$ cat config.mk
export PLATFORM = sky130hd
export DESIGN_NAME = hazard_ctrl
export DESIGN_NICKNAME = d
export VERILOG_FILES = /design/src/rtl/hazard_pkg.sv /design/src/rtl/forward_unit.sv /design/src/rtl/hazard_ctrl.sv
export SDC_FILE = /design/constraint.sdc
export NUM_CORES = 1
export LEC_CHECK = 0
export BUFFER_PORTS_ARGS = -buffer_cell sky130_fd_sc_hd__buf_4
export CORE_UTILIZATION = 42
export CTS_CLUSTER_SIZE = 10
export DETAILED_ROUTE_END_ITERATION = 10
export PLACE_DENSITY = 0.9
export SLEW_MARGIN = 10
export SYNTH_ARGS = -nofsm -noshare
export SYNTH_HDL_FRONTEND = slang
export SYNTH_SLANG_ARGS = --single-unit
$ cat constraint.sdc
create_clock -name clk -period 2.95 [get_ports clk]
set_input_delay 0.295 -clock clk [delete_from_list [all_inputs] [get_ports clk]]
set_output_delay 0.295 -clock clk [all_outputs]
set_load 0.02 [all_outputs]
$ cat src/rtl/hazard_pkg.sv
// Shared types for the pipeline hazard controller: operand forward selects,
// multiply sequencing states and the default multiply latency.
package hazard_pkg;

    typedef enum logic [1:0] {
        FWD_RF = 2'b00,
        FWD_W  = 2'b01,
        FWD_M  = 2'b10
    } fwd_sel_t;

    typedef enum logic {
        RUN     = 1'b0,
        MULWAIT = 1'b1
    } state_t;

    localparam int MUL_CYCLES_DEFAULT = 4;

endpackage

$ cat src/rtl/forward_unit.sv
// Operand forward select for one Execute source register; the M stage wins
// over W, and r15 (the PC) is never forwarded.
module forward_unit
    import hazard_pkg::*;
(
    input  logic [3:0] RAE,
    input  logic [3:0] WA3M,
    input  logic [3:0] WA3W,
    input  logic       RegWriteM,
    input  logic       RegWriteW,
    output fwd_sel_t   ForwardE
);

    always_comb begin
        ForwardE = FWD_RF;
        if (RAE != 4'hF) begin
            if (RegWriteM && (WA3M == RAE))
                ForwardE = FWD_M;
            else if (RegWriteW && (WA3W == RAE))
                ForwardE = FWD_W;
        end
    end

endmodule

$ cat src/rtl/hazard_ctrl.sv
// Pipeline hazard controller: operand forwarding, load-use stall, branch flush
// and a counter-driven freeze of the front end during multi-cycle multiplies.
module hazard_ctrl
    import hazard_pkg::*;
#(
    parameter int MUL_CYCLES = MUL_CYCLES_DEFAULT
) (
    input  logic       clk,
    input  logic       reset,
    input  logic [3:0] RA1D,
    input  logic [3:0] RA2D,
    input  logic [3:0] RA1E,
    input  logic [3:0] RA2E,
    input  logic [3:0] WA3E,
    input  logic [3:0] WA3M,
    input  logic [3:0] WA3W,
    input  logic       RegWriteE,
    input  logic       RegWriteM,
    input  logic       RegWriteW,
    input  logic       MemtoRegE,
    input  logic       BranchTakenE,
    input  logic       MulStartE,
    output logic [1:0] ForwardAE,
    output logic [1:0] ForwardBE,
    output logic       StallF,
    output logic       StallD,
    output logic       StallE,
    output logic       FlushD,
    output logic       FlushE,
    output logic       FlushM,
    output logic       Busy
);

    state_t     state, next_state;
    logic [3:0] cnt, next_cnt;
    logic       ldr_stall;
    fwd_sel_t   fwd_a, fwd_b;

    forward_unit u_fwd_a (
        .RAE       (RA1E),
        .WA3M      (WA3M),
        .WA3W      (WA3W),
        .RegWriteM (RegWriteM),
        .RegWriteW (RegWriteW),
        .ForwardE  (fwd_a)
    );

    forward_unit u_fwd_b (
        .RAE       (RA2E),
        .WA3M      (WA3M),
        .WA3W      (WA3W),
        .RegWriteM (RegWriteM),
        .RegWriteW (RegWriteW),
        .ForwardE  (fwd_b)
    );

    assign ForwardAE = fwd_a;
    assign ForwardBE = fwd_b;

    assign ldr_stall = MemtoRegE && RegWriteE && (WA3E != 4'hF) &&
                       ((RA1D == WA3E) || (RA2D == WA3E));

    always_ff @(posedge clk) begin
        if (reset) begin
            state <= RUN;
            cnt   <= 4'd0;
        end else begin
            state <= next_state;
            cnt   <= next_cnt;
        end
    end

    // The counter is loaded with MUL_CYCLES-2 because the start cycle itself
    // (in RUN) already counts as one cycle of E-stage occupancy.
    always_comb begin
        next_state = state;
        next_cnt   = cnt;
        StallF     = 1'b0;
        StallD     = 1'b0;
        StallE     = 1'b0;
        FlushD     = 1'b0;
        FlushE     = 1'b0;
        FlushM     = 1'b0;
        Busy       = 1'b0;
        case (state)
            RUN: begin
                StallF = ldr_stall && !BranchTakenE;
                StallD = ldr_stall && !BranchTakenE;
                FlushD = BranchTakenE;
                FlushE = ldr_stall || BranchTakenE;
                if (MulStartE && !BranchTakenE) begin
                    next_state = MULWAIT;
                    next_cnt   = 4'(MUL_CYCLES - 2);
                end
            end
            MULWAIT: begin
                StallF = 1'b1;
                StallD = 1'b1;
                StallE = 1'b1;
                FlushM = 1'b1;
                Busy   = 1'b1;
                if (cnt == 4'd0)
                    next_state = RUN;
                else
                    next_cnt = cnt - 4'd1;
            end
            default: next_state = RUN;
        endcase
    end

endmodule

==> results.md <==
- Outcome: complete, no violations
- Largest net degree at the start of global routing: 10
- Total Nets Final: 165
- Critical path type: in2out
- I/O pin total: 47
- Required time of the critical path: 2.65 ns
- Vias in the first global route: 660
- Worst Hold Depth: 2
- Placement Rows: 13
- Placed Area: 965 µm²
- Area grow syn2layout: 59.0%
- Slew headroom: 0.728
- Vias per cell: 5.17
- Netlist Area Pre-Place: 623 µm²
- Setup violators final: 0
- Fmax: 562 MHz
- Max-slew violations: 0
- CTS buffer count: 3
- Final worst-path cycle share: 0.603
- HP Start: reset
- Unrepaired setup endpoints after global routing: no
- Fin cells: 142
- First-pass GRT wire length: 2380 µm
- P_leak: 0.463 nW
- GRT Util Overall: 0.216
- DR vias: 734
- Worst reg2reg path startpoint: cnt[0]
- Die Y: 40.5 µm
- Seq cells post-synth: 5
- Post-synthesis sequential area ratio: 0.161
- Worst clock skew: 0.00199 ns
- FF-to-FF End: cnt[2]
- CTS clock-pin slew for the worst setup and hold paths: 0.04 ns
- Worst Path Arrival: 1.48 ns
- CTS tree: built
- Root Driver: clkbuf_4
- # clock sinks: 5
- Register area: 100 µm²
- Total die area: 1640 µm²
- R2R Setup Slk: 1.35 ns
- Final WS setup: 1.17 ns
- Post-route cell area: 991 µm²
- Fin Setup TNS: 0 ns
- Hold Path End: state
- CP Capture Type: output port
- FILL cells: 116
- Min Tclk post-route: 1.78 ns
- Drt wl/cell: 11.5 µm
- Overall power: 0.293 mW
- Pre-CTS setup slack: 1.16 ns
- Post-route ant nets: 0
- Yosys warns: 0
- Fin. Hold Viols: 0
- Antenna fix cells: 0
- Syn Nets: 117
- First-pass DRT Iterations: 4
- Crit start category: primary input
- H-tree levels: 1
- GP Congestion: 0.726
- Peak supply drop: 0.164 mV
- Power Density: 295 nW/µm²
- Syn Area/Cell: 7.79 µm²
- Worst Hold Class: in2reg
- Ys async rst share: 0
- Post-Syn Instances: 80
- Netlist cell types: 30
- Max-Cap Viols: 0
- CTS Buffer Depth: 2
- DRC viols: 0
- # resized after CTS: 0
- Clk_lat worst skew: 0.24 ns
- R2R cell count: 6
- Final hold slack: 0.254 ns
- Max FO, Critical Path: 3
- Core area: 1330 µm²
- DRT Wirelength: 1630 µm
- Final core occ: 0.743
- Worst slew pin tran: 0.404 ns
- Buffers on Ports: 46
- Initial drt markers: 5
- Post-synth EDFFs: 0
- HPWL Detailed: 1460 µm
- Initial Utilization: 0.467
- Share of layout cells above drive strength 1: 0.409
- Ys flop type: dfxtp_1
- Cell count after placement: 138
- Hold Buf Count CTS: 0
- Initial antenna violation count: 0
- Die X: 40.5 µm
- Area of the multi-input gates: 467 µm²
- Total gr overflow: 0
- Setup bufs post-CTS: 0
-- flip-flops by register name, indices dropped and copies added, names as in the netlist --
register and cells:
cnt 4, state 1
-- where the power goes --
part           switching, mW  total [mW]  internal, mW
Combinational         0.0627       0.138        0.0749
Clock                 0.0265      0.0776        0.0510
Sequential           0.00428      0.0776        0.0734
-- final cells by class --
class                           count  area share
Inverter                            9      0.0341
Clock buffer                        4      0.0265
Timing Repair Buffer               46       0.348
Sequential cell                     5       0.101
Tap cell                           15      0.0189
Multi-Input combinational cell     63       0.471
-- Yosys cell counts, types with 2 or more instances --
cell,count,share of area
nor3_1,2,0.016
o31ai_1,2,0.024
inv_1,9,0.054
xnor2_1,12,0.17
nor4_1,3,0.030
nand2_1,3,0.018
dfxtp_1,5,0.16
nand3_1,7,0.056
nor2_1,3,0.018
o21a_1,4,0.048
buf_4,3,0.036
nand4_1,3,0.030
xor2_1,7,0.098
-- how the worst max path moves through the flow --
stage               startpoint  slack, ns  endpoint  cells past startpoint
floorplan              WA3E[1]       0.97    StallF                      5
global placement       WA3E[1]       1.23    StallD                      6
detailed placement     WA3E[1]       1.16    StallF                      6
CTS                    WA3E[1]       1.16    StallF                      6
global route           WA3E[1]       1.05    StallF                      6
finish                 WA3E[1]       1.17    StallF                      6
-- critical path: stages --
cell and delay (ns):
buf_4 0.12, xor2_1 0.16, nor4_1 0.30, a41oi_1 0.10, o31ai_1 0.31, buf_4 0.20
-- routing by layer --
metal / global-route usage / vias up / share of wire
li1: - / 378 / -
met1: 0.204 / 320 / 0.37
met2: 0.417 / 36 / 0.55
met3: 0.0444 / 0 / 0.080
met4: 0.125 / 0 / 0
met5: 0 / - / 0
-- cell families after synthesis --
group / count (synthesis) / share of synthesized area
buf+inv: 12 / 0.0904
mux: 1 / 0.0161
flops: 5 / 0.161
compound gates: 15 / 0.191
fa+ha+maj: 1 / 0.0201
xor+xnor: 19 / 0.267
simple gates: 27 / 0.255
-- placed cells by master, fill, tap and decap left out, types with 2 or more instances in the layout --
cell | synthesis | layout
nand4_1 | 3 | 3
nor4_1 | 3 | 3
o21a_1 | 4 | 4
nand2_1 | 3 | 3
clkbuf_4 | 0 | 3
nand3_1 | 7 | 7
xor2_1 | 7 | 7
nor3_1 | 2 | 2
nor2_1 | 3 | 3
buf_4 | 3 | 46
o31ai_1 | 2 | 2
xnor2_1 | 12 | 12
inv_1 | 9 | 9
dfxtp_1 | 5 | 5
(Power assumes the default switching activity.)
